==> src/rtl/vga_frame_monitor_if.sv <==
// VGA stream from the generator as seen by the frame monitor.
// The generator side drives the bundle; the monitor side only observes it.
interface vga_frame_monitor_if;
    logic       HS;
    logic       VS;
    logic [3:0] RED;
    logic [3:0] GREEN;
    logic [3:0] BLUE;

    modport master (output HS, VS, RED, GREEN, BLUE);
    modport slave  (input  HS, VS, RED, GREEN, BLUE);
endinterface

==> src/rtl/vga_frame_monitor.sv <==
// VGA frame monitor: recovers pixel coordinates from HS/VS timing, checks line/frame timing
// and reports a per-frame checksum plus count and bounding box of TARGET_RGB pixels.
module vga_frame_monitor #(
    parameter int          CLKS_PER_PIXEL = 4,
    parameter int          SAMPLE_PHASE   = 2,
    parameter int          H_START        = 144,
    parameter int          H_ACTIVE       = 640,
    parameter int          H_TOTAL        = 800,
    parameter int          V_START        = 35,
    parameter int          V_ACTIVE       = 480,
    parameter bit          SYNC_POL       = 1'b0,
    parameter logic [11:0] TARGET_RGB     = 12'hF00
) (
    input  logic               clk,
    input  logic               clk_reset,
    vga_frame_monitor_if.slave vga,
    output logic               pix_valid,
    output logic [9:0]         pix_x,
    output logic [9:0]         pix_y,
    output logic [11:0]        pix_rgb,
    output logic               frame_done,
    output logic [15:0]        frame_checksum,
    output logic [18:0]        frame_target_n,
    output logic [9:0]         frame_min_x,
    output logic [9:0]         frame_min_y,
    output logic [9:0]         frame_max_x,
    output logic [9:0]         frame_max_y,
    output logic               locked,
    output logic               sync_error
);

    localparam int              PW           = (CLKS_PER_PIXEL > 1) ? $clog2(CLKS_PER_PIXEL) : 1;
    localparam logic [PW-1:0]   PHASE_LAST   = PW'(CLKS_PER_PIXEL - 1);
    localparam logic [PW-1:0]   PHASE_SAMPLE = PW'(SAMPLE_PHASE);
    localparam logic [10:0]     H_FIRST      = 11'(H_START);
    localparam logic [10:0]     H_END        = 11'(H_START + H_ACTIVE);
    localparam logic [10:0]     H_LAST       = 11'(H_TOTAL - 1);
    localparam logic [10:0]     V_FIRST      = 11'(V_START);
    localparam logic [10:0]     V_END        = 11'(V_START + V_ACTIVE);
    localparam logic [10:0]     CNT_MAX      = 11'h7FF;
    localparam logic [18:0]     TN_MAX       = 19'h7FFFF;
    localparam logic [9:0]      COORD_MAX    = 10'h3FF;

    typedef enum logic [1:0] {
        UNLOCKED = 2'd0,
        BLANK    = 2'd1,
        ACTIVE   = 2'd2
    } state_t;

    state_t          state;
    state_t          state_nxt;

    logic            hs_r1;
    logic            hs_r2;
    logic            vs_r1;
    logic            vs_r2;
    logic [11:0]     rgb_r1;
    logic [11:0]     rgb_r2;

    logic            hs_edge;
    logic            vs_edge;

    logic [PW-1:0]   phase;
    logic [10:0]     h_cnt;
    logic [10:0]     v_cnt;
    logic [10:0]     v_cnt_nxt;

    logic            line_err;
    logic            frame_err;
    logic            any_err;
    logic            frame_end;

    logic            sample_cycle;
    logic            frame_commit;
    logic            acc_clear;

    logic [15:0]     cks;
    logic [18:0]     tn;
    logic [9:0]      min_x;
    logic [9:0]      min_y;
    logic [9:0]      max_x;
    logic [9:0]      max_y;

    logic [15:0]     cks_upd;
    logic [18:0]     tn_upd;
    logic [9:0]      min_x_upd;
    logic [9:0]      min_y_upd;
    logic [9:0]      max_x_upd;
    logic [9:0]      max_y_upd;

    // Two register stages: r1 against r2 gives the assert edge, r2 RGB lines up with the pixel counters.
    always_ff @(posedge clk) begin
        if (clk_reset) begin
            hs_r1  <= 1'b0;
            hs_r2  <= 1'b0;
            vs_r1  <= 1'b0;
            vs_r2  <= 1'b0;
            rgb_r1 <= 12'h000;
            rgb_r2 <= 12'h000;
        end else begin
            hs_r1  <= vga.HS;
            hs_r2  <= hs_r1;
            vs_r1  <= vga.VS;
            vs_r2  <= vs_r1;
            rgb_r1 <= {vga.RED, vga.GREEN, vga.BLUE};
            rgb_r2 <= rgb_r1;
        end
    end

    assign hs_edge = (hs_r1 == SYNC_POL) && (hs_r2 != SYNC_POL);
    assign vs_edge = (vs_r1 == SYNC_POL) && (vs_r2 != SYNC_POL);

    always_comb begin
        v_cnt_nxt = v_cnt;
        if (vs_edge) begin
            v_cnt_nxt = 11'd0;
        end else if (hs_edge && (v_cnt != CNT_MAX)) begin
            v_cnt_nxt = v_cnt + 11'd1;
        end
    end

    // Counters saturate so a lost sync can never wrap around into a false match.
    always_ff @(posedge clk) begin
        if (clk_reset) begin
            phase <= '0;
            h_cnt <= 11'd0;
            v_cnt <= 11'd0;
        end else begin
            v_cnt <= v_cnt_nxt;
            if (hs_edge) begin
                phase <= '0;
                h_cnt <= 11'd0;
            end else if (phase == PHASE_LAST) begin
                phase <= '0;
                if (h_cnt != CNT_MAX) begin
                    h_cnt <= h_cnt + 11'd1;
                end
            end else begin
                phase <= phase + PW'(1);
            end
        end
    end

    // Any VS edge while ACTIVE is early by construction; in BLANK only the top-of-frame lines are early.
    assign line_err  = hs_edge && (state != UNLOCKED) && (h_cnt != H_LAST);
    assign frame_err = vs_edge && (state != UNLOCKED) && (v_cnt < V_END);
    assign any_err   = line_err || frame_err;
    assign frame_end = (state == ACTIVE) && hs_edge && (v_cnt_nxt == V_END) && !any_err;

    always_ff @(posedge clk) begin
        if (clk_reset) begin
            state <= UNLOCKED;
        end else begin
            state <= state_nxt;
        end
    end

    always_comb begin
        state_nxt = state;
        unique case (state)
            UNLOCKED: if (vs_edge) state_nxt = BLANK;
            BLANK:    if (hs_edge && (v_cnt_nxt == V_FIRST)) state_nxt = ACTIVE;
            ACTIVE:   if (frame_end) state_nxt = BLANK;
            default:  state_nxt = UNLOCKED;
        endcase
        if (any_err) begin
            state_nxt = vs_edge ? BLANK : UNLOCKED;
        end
    end

    always_comb begin
        sample_cycle = 1'b0;
        frame_commit = 1'b0;
        acc_clear    = 1'b0;
        if ((state == ACTIVE) && (phase == PHASE_SAMPLE) && (h_cnt >= H_FIRST) &&
            (h_cnt < H_END) && !any_err) begin
            sample_cycle = 1'b1;
        end
        if (frame_end) begin
            frame_commit = 1'b1;
            acc_clear    = 1'b1;
        end
        if (vs_edge && ((state == UNLOCKED) || any_err)) begin
            acc_clear = 1'b1;
        end
    end

    always_ff @(posedge clk) begin
        if (clk_reset) begin
            pix_valid <= 1'b0;
            pix_x     <= 10'd0;
            pix_y     <= 10'd0;
            pix_rgb   <= 12'h000;
        end else begin
            pix_valid <= sample_cycle;
            if (sample_cycle) begin
                pix_x   <= 10'(h_cnt - H_FIRST);
                pix_y   <= 10'(v_cnt - V_FIRST);
                pix_rgb <= rgb_r2;
            end
        end
    end

    always_comb begin
        cks_upd   = cks;
        tn_upd    = tn;
        min_x_upd = min_x;
        min_y_upd = min_y;
        max_x_upd = max_x;
        max_y_upd = max_y;
        if (pix_valid) begin
            cks_upd = {cks[14:0], cks[15]} ^ {4'h0, pix_rgb};
            if (pix_rgb == TARGET_RGB) begin
                if (tn != TN_MAX) tn_upd = tn + 19'd1;
                if (pix_x < min_x) min_x_upd = pix_x;
                if (pix_y < min_y) min_y_upd = pix_y;
                if (pix_x > max_x) max_x_upd = pix_x;
                if (pix_y > max_y) max_y_upd = pix_y;
            end
        end
    end

    // A pixel landing in the commit cycle still belongs to the finished frame, hence the _upd values.
    always_ff @(posedge clk) begin
        if (clk_reset) begin
            cks   <= 16'h0000;
            tn    <= 19'd0;
            min_x <= 10'd0;
            min_y <= 10'd0;
            max_x <= 10'd0;
            max_y <= 10'd0;
        end else if (acc_clear) begin
            cks   <= 16'h0000;
            tn    <= 19'd0;
            min_x <= COORD_MAX;
            min_y <= COORD_MAX;
            max_x <= 10'd0;
            max_y <= 10'd0;
        end else begin
            cks   <= cks_upd;
            tn    <= tn_upd;
            min_x <= min_x_upd;
            min_y <= min_y_upd;
            max_x <= max_x_upd;
            max_y <= max_y_upd;
        end
    end

    always_ff @(posedge clk) begin
        if (clk_reset) begin
            frame_done     <= 1'b0;
            frame_checksum <= 16'h0000;
            frame_target_n <= 19'd0;
            frame_min_x    <= 10'd0;
            frame_min_y    <= 10'd0;
            frame_max_x    <= 10'd0;
            frame_max_y    <= 10'd0;
        end else begin
            frame_done <= frame_commit;
            if (frame_commit) begin
                frame_checksum <= cks_upd;
                frame_target_n <= tn_upd;
                frame_min_x    <= min_x_upd;
                frame_min_y    <= min_y_upd;
                frame_max_x    <= max_x_upd;
                frame_max_y    <= max_y_upd;
            end
        end
    end

    always_ff @(posedge clk) begin
        if (clk_reset) begin
            locked     <= 1'b0;
            sync_error <= 1'b0;
        end else if (any_err) begin
            locked     <= 1'b0;
            sync_error <= 1'b1;
        end else if (frame_commit) begin
            locked     <= 1'b1;
        end
    end

endmodule

==> src/flat_wrapper.sv <==
// flat-port wrapper written by rule: the top's interface ports become plain ports
module vga_frame_monitor_flat 
#(
    parameter int          CLKS_PER_PIXEL = 4,
    parameter int          SAMPLE_PHASE   = 2,
    parameter int          H_START        = 144,
    parameter int          H_ACTIVE       = 640,
    parameter int          H_TOTAL        = 800,
    parameter int          V_START        = 35,
    parameter int          V_ACTIVE       = 480,
    parameter bit          SYNC_POL       = 1'b0,
    parameter logic [11:0] TARGET_RGB     = 12'hF00
)
  (clk, clk_reset, pix_valid, pix_x, pix_y, pix_rgb, frame_done, frame_checksum, frame_target_n, frame_min_x, frame_min_y, frame_max_x, frame_max_y, locked, sync_error, vga_HS, vga_VS, vga_RED, vga_GREEN, vga_BLUE);
  vga_frame_monitor_if vga_i ();
  input  logic clk;
  input  logic clk_reset;
  output logic pix_valid;
  output logic [9:0] pix_x;
  output logic [9:0] pix_y;
  output logic [11:0] pix_rgb;
  output logic frame_done;
  output logic [15:0] frame_checksum;
  output logic [18:0] frame_target_n;
  output logic [9:0] frame_min_x;
  output logic [9:0] frame_min_y;
  output logic [9:0] frame_max_x;
  output logic [9:0] frame_max_y;
  output logic locked;
  output logic sync_error;
  input wire logic [$bits(vga_i.HS)-1:0] vga_HS;
  input wire logic [$bits(vga_i.VS)-1:0] vga_VS;
  input wire logic [$bits(vga_i.RED)-1:0] vga_RED;
  input wire logic [$bits(vga_i.GREEN)-1:0] vga_GREEN;
  input wire logic [$bits(vga_i.BLUE)-1:0] vga_BLUE;
  assign vga_i.HS = vga_HS;
  assign vga_i.VS = vga_VS;
  assign vga_i.RED = vga_RED;
  assign vga_i.GREEN = vga_GREEN;
  assign vga_i.BLUE = vga_BLUE;
  vga_frame_monitor #(.CLKS_PER_PIXEL(CLKS_PER_PIXEL), .SAMPLE_PHASE(SAMPLE_PHASE), .H_START(H_START), .H_ACTIVE(H_ACTIVE), .H_TOTAL(H_TOTAL), .V_START(V_START), .V_ACTIVE(V_ACTIVE), .SYNC_POL(SYNC_POL), .TARGET_RGB(TARGET_RGB)) u_core (.clk(clk), .clk_reset(clk_reset), .vga(vga_i), .pix_valid(pix_valid), .pix_x(pix_x), .pix_y(pix_y), .pix_rgb(pix_rgb), .frame_done(frame_done), .frame_checksum(frame_checksum), .frame_target_n(frame_target_n), .frame_min_x(frame_min_x), .frame_min_y(frame_min_y), .frame_max_x(frame_max_x), .frame_max_y(frame_max_y), .locked(locked), .sync_error(sync_error));
endmodule
==> config.mk <==
export PLATFORM = sky130hd
export DESIGN_NAME = vga_frame_monitor_flat
export DESIGN_NICKNAME = d
export VERILOG_FILES = /design/src/rtl/vga_frame_monitor_if.sv /design/src/rtl/vga_frame_monitor.sv /design/src/flat_wrapper.sv
export SDC_FILE = /design/constraint.sdc
export NUM_CORES = 1
export LEC_CHECK = 0
export ABC_CLOCK_PERIOD_IN_PS = 4000
export BUFFER_PORTS_ARGS = -buffer_cell sky130_fd_sc_hd__buf_2
export CORE_MARGIN = 2
export CORE_UTILIZATION = 58
export DETAILED_ROUTE_END_ITERATION = 12
export PLACE_DENSITY = 0.8
export SETUP_SLACK_MARGIN = 0.5
export SKIP_CTS_REPAIR_TIMING = 1
export SYNTH_ARGS = -nofsm -noshare
export SYNTH_HDL_FRONTEND = slang
export SYNTH_SLANG_ARGS = --single-unit
export TNS_END_PERCENT = 50
==> constraint.sdc <==
create_clock -name clk -period 4 [get_ports clk]
set_clock_uncertainty 0.1 [all_clocks]
set_input_delay 0.4 -clock clk [delete_from_list [all_inputs] [get_ports clk]]
set_output_delay 0.4 -clock clk [all_outputs]
set_load 0.05 [all_outputs]
# Word level (Yosys, flattened, before mapping)
# Index checks and enable logic that the tools add are counted.
[totals]
output_inout_bits = 111
input_bits = 16
wordCells = 115
register_bits = 240
[classes]
muxes = 29
order_cmp = 7
reduce_logical = 27
bitwise_logic = 3
n_addsub = 6
eq_ne = 14
[ops]
columns = ["operator", "count"]
rows = [
  ["$mux W10", 14],
  ["$mux W19", 3],
  ["$add A11 B1 Y11 const B", 2],
  ["$lt A11 B10 Y1 const B", 2],
  ["$mux W11", 2],
  ["$ne A11 B11 Y1 const B", 2],
  ["$gt A10 B10 Y1", 2],
  ["$lt A10 B10 Y1", 2],
  ["$add A19 B1 Y19 const B", 1],
  ["$ne A19 B19 Y1 const B", 1],
  ["$logic_and A1 B1 Y1", 16],
  ["$mux W16", 1],
  ["$xor A16 B12 Y16", 1],
  ["$eq A12 B12 Y1 const B", 1],
  ["$eq A11 B10 Y1 const B", 1],
  ["$eq A11 B6 Y1 const B", 1],
  ["$ge A11 B8 Y1 const B", 1],
  ["$ne A11 B10 Y1 const B", 1],
  ["$sub A10 B6 Y10 const B", 1],
  ["$sub A10 B8 Y10 const B", 1],
  ["$ne A3 B1 Y1 const B", 3],
  ["$mux W2", 4],
  ["$eq A2 B2 Y1 const B", 3],
  ["$pmux W2 S3", 1],
  ["12 further kinds", 19],
]

# Longest topological paths before layout
[logic_depth]
ltp_word = 11
ltp_mapped = 12

# Worst setup path after synthesis
# OpenSTA, ideal clock, no wires.
[synth_timing]
path_type = "flip-flop to flip-flop"
from = "register u_core.pix_x[1]"
to = "register u_core.frame_max_x[9]"
t_required_ns = 3.764
path_buffers = 1
setup_slack_ns = 1.097
arrival_time_ns = 2.667
stages_incl_launch_ff = 10
path_cell_list = "dfxtp_1 ha_1 nor2b_1 o21bai_1 a31oi_1 a211o_1 a221oi_1 buf_1 mux2i_1 a211oi_1"
[synth_via]
elab_chain_cells = 4
[synth_lines]
columns = ["item", "line", "source"]
rows = [
  ["from (decl)", "vga_frame_monitor.sv:18", "output logic [9:0] pix_x,"],
  ["from (signal assigned)", "vga_frame_monitor.sv:197", "pix_x <= 10'(h_cnt - H_FIRST);"],
  ["$gt A10 B10 Y1", "vga_frame_monitor.sv:217", "if (pix_x > max_x) max_x_upd = pix_x;"],
  ["$mux W10", "vga_frame_monitor.sv:217", ""],
  ["$mux W10", "vga_frame_monitor.sv:213", "if (pix_rgb == TARGET_RGB) begin"],
  ["$mux W10", "vga_frame_monitor.sv:211", "if (pix_valid) begin"],
  ["to (signal assigned)", "vga_frame_monitor.sv:265", "frame_max_x <= max_x_upd;"],
  ["to (decl)", "vga_frame_monitor.sv:26", "output logic [9:0] frame_max_x,"],
]
# No other way between the ends.
# A chain may end at the register's enable or synchronous reset.

# Final worst setup path
[layout_timing]
from = "register u_core.v_cnt[0]"
to = "register u_core.tn[17]"
[layout_via]
elab_chain_cells = 10
[layout_lines]
columns = ["item", "line", "source"]
rows = [
  ["from (decl)", "vga_frame_monitor.sv:65", "logic [10:0] v_cnt;"],
  ["from (signal assigned)", "vga_frame_monitor.sv:129", "v_cnt <= v_cnt_nxt;"],
  ["branches (longest 8 deep; another with $add A11 B1 Y11)", "-", ""],
  ["$mux W1 *", "vga_frame_monitor.sv:183", "if (vs_edge && ((state == UNLOCKED) || any_err)) begin"],
  ["$reduce_or A2 Y1 (no line) *", "-", ""],
  ["to (signal assigned)", "vga_frame_monitor.sv:241", "tn <= tn_upd;"],
  ["to (decl)", "vga_frame_monitor.sv:78", "logic [18:0] tn;"],
]
# Every way passes the cells marked *.

==> impl_metrics.xml <==
<?xml version="1.0" encoding="UTF-8"?>
<metrics>
  <group name="logic_synthesis">
    <metric name="synth_enable_flop_cells" unit="">0</metric>
    <metric name="ys_dominant_reg_cell" unit="">sky130_fd_sc_hd__dfxtp_1</metric>
    <metric name="mapped_area" unit="um2">10500</metric>
    <metric name="synth.top_cell.area_share" unit="%">45.6</metric>
    <metric name="synth_cells" unit="">1188</metric>
    <metric name="yosys_warnings" unit="">0</metric>
    <metric name="synth_async_sr_flop_share" unit="%">0</metric>
    <metric name="yosys.area.top_type" unit="">sky130_fd_sc_hd__dfxtp_1</metric>
    <metric name="synthTopCellsByArea" unit="">sky130_fd_sc_hd__dfxtp_1, sky130_fd_sc_hd__nand2_1, sky130_fd_sc_hd__ha_1</metric>
    <metric name="synth.avg_cell_area" unit="um2">8.87</metric>
    <metric name="count_of_unique_library_cells_instantiated_by_yosys" unit="">64</metric>
    <metric name="register_bit_total_from_synthesis" unit="">240</metric>
    <metric name="mappedNetlistNets" unit="">1250</metric>
    <metric name="synth-seq-area-share" unit="%">45.6</metric>
  </group>
  <group name="timing">
    <metric name="rsz_0062_raised_after_global_routing" unit="">yes</metric>
    <metric name="fin_crit_sh" unit="%">83.9</metric>
    <metric name="setup_failing_eps_final" unit="">0</metric>
    <metric name="tmin_final" unit="ns">3.36</metric>
    <metric name="max-slew-margin-rel" unit="%">38.1</metric>
    <metric name="slew_violations" unit="">0</metric>
    <metric name="totalNegativeSetupSlack" unit="ns">0</metric>
    <metric name="finalHoldViolCount" unit="">5</metric>
    <metric name="timing_worst_slew_pin_value" unit="ns">0.928</metric>
    <metric name="final_hold_slack" unit="ns">-0.0141</metric>
    <metric name="max_clock_freq" unit="GHz">0.298</metric>
  </group>
  <group name="flow_run">
    <metric name="cap_viol_max_count" unit="">0</metric>
  </group>
  <group name="route">
    <metric name="vias_per_cell" unit="">5.54</metric>
    <metric name="route.detailed.drc" unit="">0</metric>
    <metric name="wire_per_inst" unit="um">15.4</metric>
    <metric name="postRouteAntennaNets" unit="">0</metric>
    <metric name="via_count" unit="">8542</metric>
    <metric name="drt_iter0_markers" unit="">530</metric>
    <metric name="detail_route.wirelength" unit="um">23700</metric>
    <metric name="drtPass1Iterations" unit="">5</metric>
  </group>
  <group name="cts">
    <metric name="tritoncts" unit="">built</metric>
    <metric name="worst_skew_pair.late_latency" unit="ns">0.52</metric>
    <metric name="htree_num_levels" unit="">1</metric>
    <metric name="cts_max_path_buffers" unit="">3</metric>
    <metric name="clkTransAtPathRegs" unit="ns">0.06</metric>
    <metric name="cts-buffers-inserted" unit="">24</metric>
    <metric name="sinks_on_the_clock_net" unit="">240</metric>
    <metric name="clk_root_buffer_cell" unit="">sky130_fd_sc_hd__clkbuf_16</metric>
  </group>
  <group name="cells_and_area">
    <metric name="num-nets-final" unit="">1359</metric>
    <metric name="area_growth_syn_to_layout" unit="%">15.5</metric>
    <metric name="layout_commonest_cell" unit="">sky130_fd_sc_hd__dfxtp_1</metric>
    <metric name="drive_gt1_share" unit="%">16.5</metric>
    <metric name="diodes" unit="">0</metric>
    <metric name="final_layout_fill_cell_count" unit="">1398</metric>
    <metric name="final_cell_mix" unit="">sky130_fd_sc_hd__dfxtp_1, sky130_fd_sc_hd__nand2_1, sky130_fd_sc_hd__buf_2</metric>
  </group>
  <group name="power">
    <metric name="pwr_dens" unit="nW/um2">396</metric>
    <metric name="total_power" unit="W">0.00481</metric>
    <metric name="cell_leakage_power" unit="nW">5.00</metric>
    <metric name="max-vdd-ir-drop" unit="uV">356</metric>
  </group>
  <group name="global_routing">
    <metric name="grt_first_pass_wirelength" unit="um">38400</metric>
    <metric name="grt_pass1_vias" unit="">7891</metric>
    <metric name="grt.total_usage" unit="%">23.6</metric>
    <metric name="grt_antenna_before_repair" unit="">0</metric>
    <metric name="grt_overflow" unit="">0</metric>
    <metric name="grt_start_max_net_pins" unit="">91</metric>
  </group>
  <group name="placement">
    <metric name="place_congestion" unit="">0.924</metric>
    <metric name="total_of_buffers_placed_on_input_and_output_ports" unit="">126</metric>
    <metric name="half_perimeter_wire_length_of_the_detailed_placement_result" unit="um">15900</metric>
  </group>
  <group name="worst_setup_path">
    <metric name="startpoint" unit="">u_core.v_cnt[0]$_SDFF_PP0_</metric>
    <metric name="critical-path-max-stage-delay" unit="ns">0.47</metric>
    <metric name="worst_path_max_delay_cell" unit="">sky130_fd_sc_hd__or4_1</metric>
    <metric name="critPathMaxFanout" unit="">54</metric>
    <metric name="cp_cell_sequence" unit="">ha_1, and4_1, and3_1, or4_1, a211oi_4, nand4_1, o21ai_4, buf_8, a311oi_1</metric>
    <metric name="worst_ep_arrival_time" unit="ns">3.62</metric>
    <metric name="worstSetupPathType" unit="">reg -&gt; reg</metric>
    <metric name="r2r_depth" unit="">9</metric>
    <metric name="kind_of_cell_with_the_highest_combined_delay_on_the_critical_path" unit="">simple AND/OR/NAND/NOR gates</metric>
    <metric name="critPathCaptureType" unit="">register</metric>
    <metric name="r2r-end" unit="">u_core.tn[17]$_SDFF_PP0_</metric>
    <metric name="worst_r2r_startpoint" unit="">u_core.v_cnt[0]$_SDFF_PP0_</metric>
    <metric name="critPathRequiredTime" unit="ns">4.26</metric>
    <metric name="regToRegSetupSlack" unit="ns">0.64</metric>
    <metric name="crit_path_start_kind" unit="">register</metric>
    <metric name="crit_buf_inv" unit="">1</metric>
  </group>
  <group name="status">
    <metric name="failed_checks" unit="">hold timing</metric>
    <metric name="status" unit="">finished with violations</metric>
  </group>
  <group name="min_path">
    <metric name="worstHoldPathType" unit="">in -&gt; reg</metric>
    <metric name="timing.hold.worst_path_depth" unit="">2</metric>
    <metric name="hold_start" unit="">vga_HS</metric>
    <metric name="hold-path-endpoint" unit="">u_core.hs_r1$_SDFF_PP0_</metric>
  </group>
  <group name="die">
    <metric name="die_area" unit="um2">19300</metric>
    <metric name="io_pins" unit="">127</metric>
    <metric name="die_width" unit="um">139</metric>
    <metric name="floorplan.rows" unit="">49</metric>
    <metric name="core" unit="um2">17900</metric>
    <metric name="start_util" unit="%">58.8</metric>
    <metric name="fp.dieH" unit="um">139</metric>
  </group>
</metrics>
worst max-delay path by stage:
stage / to / slack (ns) / cells past startpoint
floorplan: u_core.frame_max_x[9]$_SDFFE_PP0P_ / 1.10 / 9
global placement: u_core.tn[17]$_SDFF_PP0_ / 0.79 / 9
detailed placement: u_core.min_x[6]$_SDFF_PP0_ / 0.67 / 8
CTS: u_core.min_y[7]$_SDFF_PP0_ / 0.64 / 8
global route: u_core.tn[17]$_SDFF_PP0_ / 0.42 / 9
finish: u_core.tn[17]$_SDFF_PP0_ / 0.64 / 9
Yosys cell counts (4+ instances only):
master	count
sky130_fd_sc_hd__nor2_1	112
sky130_fd_sc_hd__nor3b_1	12
sky130_fd_sc_hd__a41oi_1	4
sky130_fd_sc_hd__buf_1	4
sky130_fd_sc_hd__nand4_1	14
sky130_fd_sc_hd__ha_1	46
sky130_fd_sc_hd__nand3b_1	12
sky130_fd_sc_hd__and4_1	6
sky130_fd_sc_hd__nor2b_1	67
sky130_fd_sc_hd__xnor2_1	39
sky130_fd_sc_hd__buf_6	4
sky130_fd_sc_hd__dfxtp_1	240
sky130_fd_sc_hd__and3_1	14
sky130_fd_sc_hd__nor4_1	6
sky130_fd_sc_hd__mux2i_1	34
sky130_fd_sc_hd__inv_1	52
sky130_fd_sc_hd__nand2b_1	9
sky130_fd_sc_hd__xor2_1	12
sky130_fd_sc_hd__and2_1	7
sky130_fd_sc_hd__buf_2	12
sky130_fd_sc_hd__a211oi_1	42
sky130_fd_sc_hd__mux2_2	15
sky130_fd_sc_hd__a31oi_1	6
sky130_fd_sc_hd__nand3_1	19
sky130_fd_sc_hd__buf_4	9
sky130_fd_sc_hd__o21ai_0	30
sky130_fd_sc_hd__a21o_1	8
sky130_fd_sc_hd__nor3_1	7
sky130_fd_sc_hd__a21oi_1	83
sky130_fd_sc_hd__clkbuf_1	43
sky130_fd_sc_hd__nand2_1	168
sky130_fd_sc_hd__a211oi_2	4
flip-flops by register name (all words and copies together) (netlist names), 11 cells and up:
name	count
u_core.frame_target_n	19
u_core.tn	19
u_core.cks	16
u_core.frame_checksum	16
u_core.pix_rgb	12
u_core.rgb_r1	12
u_core.rgb_r2	12
u_core.h_cnt	11
u_core.v_cnt	11
metrics by stage:
| stage | util (%) | instance area [um2] | hold WS [ns] | instances | setup slack [ns] |
|---|---|---|---|---|---|
| 5_1_grt | 68.0 | 12200 | 0.00221 | 1542 | 0.416 |
| 2_1_floorplan | - | 10500 | 0.314 | 1188 | 1.10 |
| 4_1_cts | 67.2 | 12000 | -0.0287 | 1531 | 0.643 |
| 3_3_place_gp | 62.9 | 11300 | 0.322 | 1489 | 0.790 |
| 3_5_place_dp | 62.9 | 11300 | 0.323 | 1489 | 0.670 |
| 6_report | 68.0 | 12200 | -0.0141 | 1542 | 0.642 |
power breakdown:
| part | switching, W | leakage (nW) | internal, W |
|---|---|---|---|
| registers | 0.0000178 | 1.94 | 0.00243 |
| clock network | 0.000930 | 0.381 | 0.00127 |
| logic | 0.000102 | 2.68 | 0.0000631 |
cell families after synthesis:
kind of cell               Yosys count  synth area share, %
buffers and inverters              124                 5.17
and+or+nand+nor                    467                 21.5
adders and majority gates           46                 5.46
xor gates and xnor gates            51                 4.24
muxes                               49                 4.83
AOI/OAI and AO/OA                  211                 13.2
DFF                                240                 45.6
metal layers:
metal | track usage [%] | vias up | part of all wire (%)
met2 | 38.9 | 217 | 46
met5 | 0 | - | 0
met3 | 3.56 | 47 | 4.8
met4 | 8.51 | 0 | 2.9
met1 | 31.7 | 4001 | 46
li1 | - | 4277 | -
layout make-up:
cell class / count / area (um2) / area share (%)
clock buffers: 29 / 639 / 5.26
clock inverters: 13 / 135 / 1.11
inverters: 52 / 195 / 1.60
multi-input cells: 826 / 5230 / 43.0
flip-flops and latches: 240 / 4800 / 39.5
well taps: 229 / 287 / 2.36
repair buffers: 153 / 876 / 7.20
(Power assumes the default switching activity.)
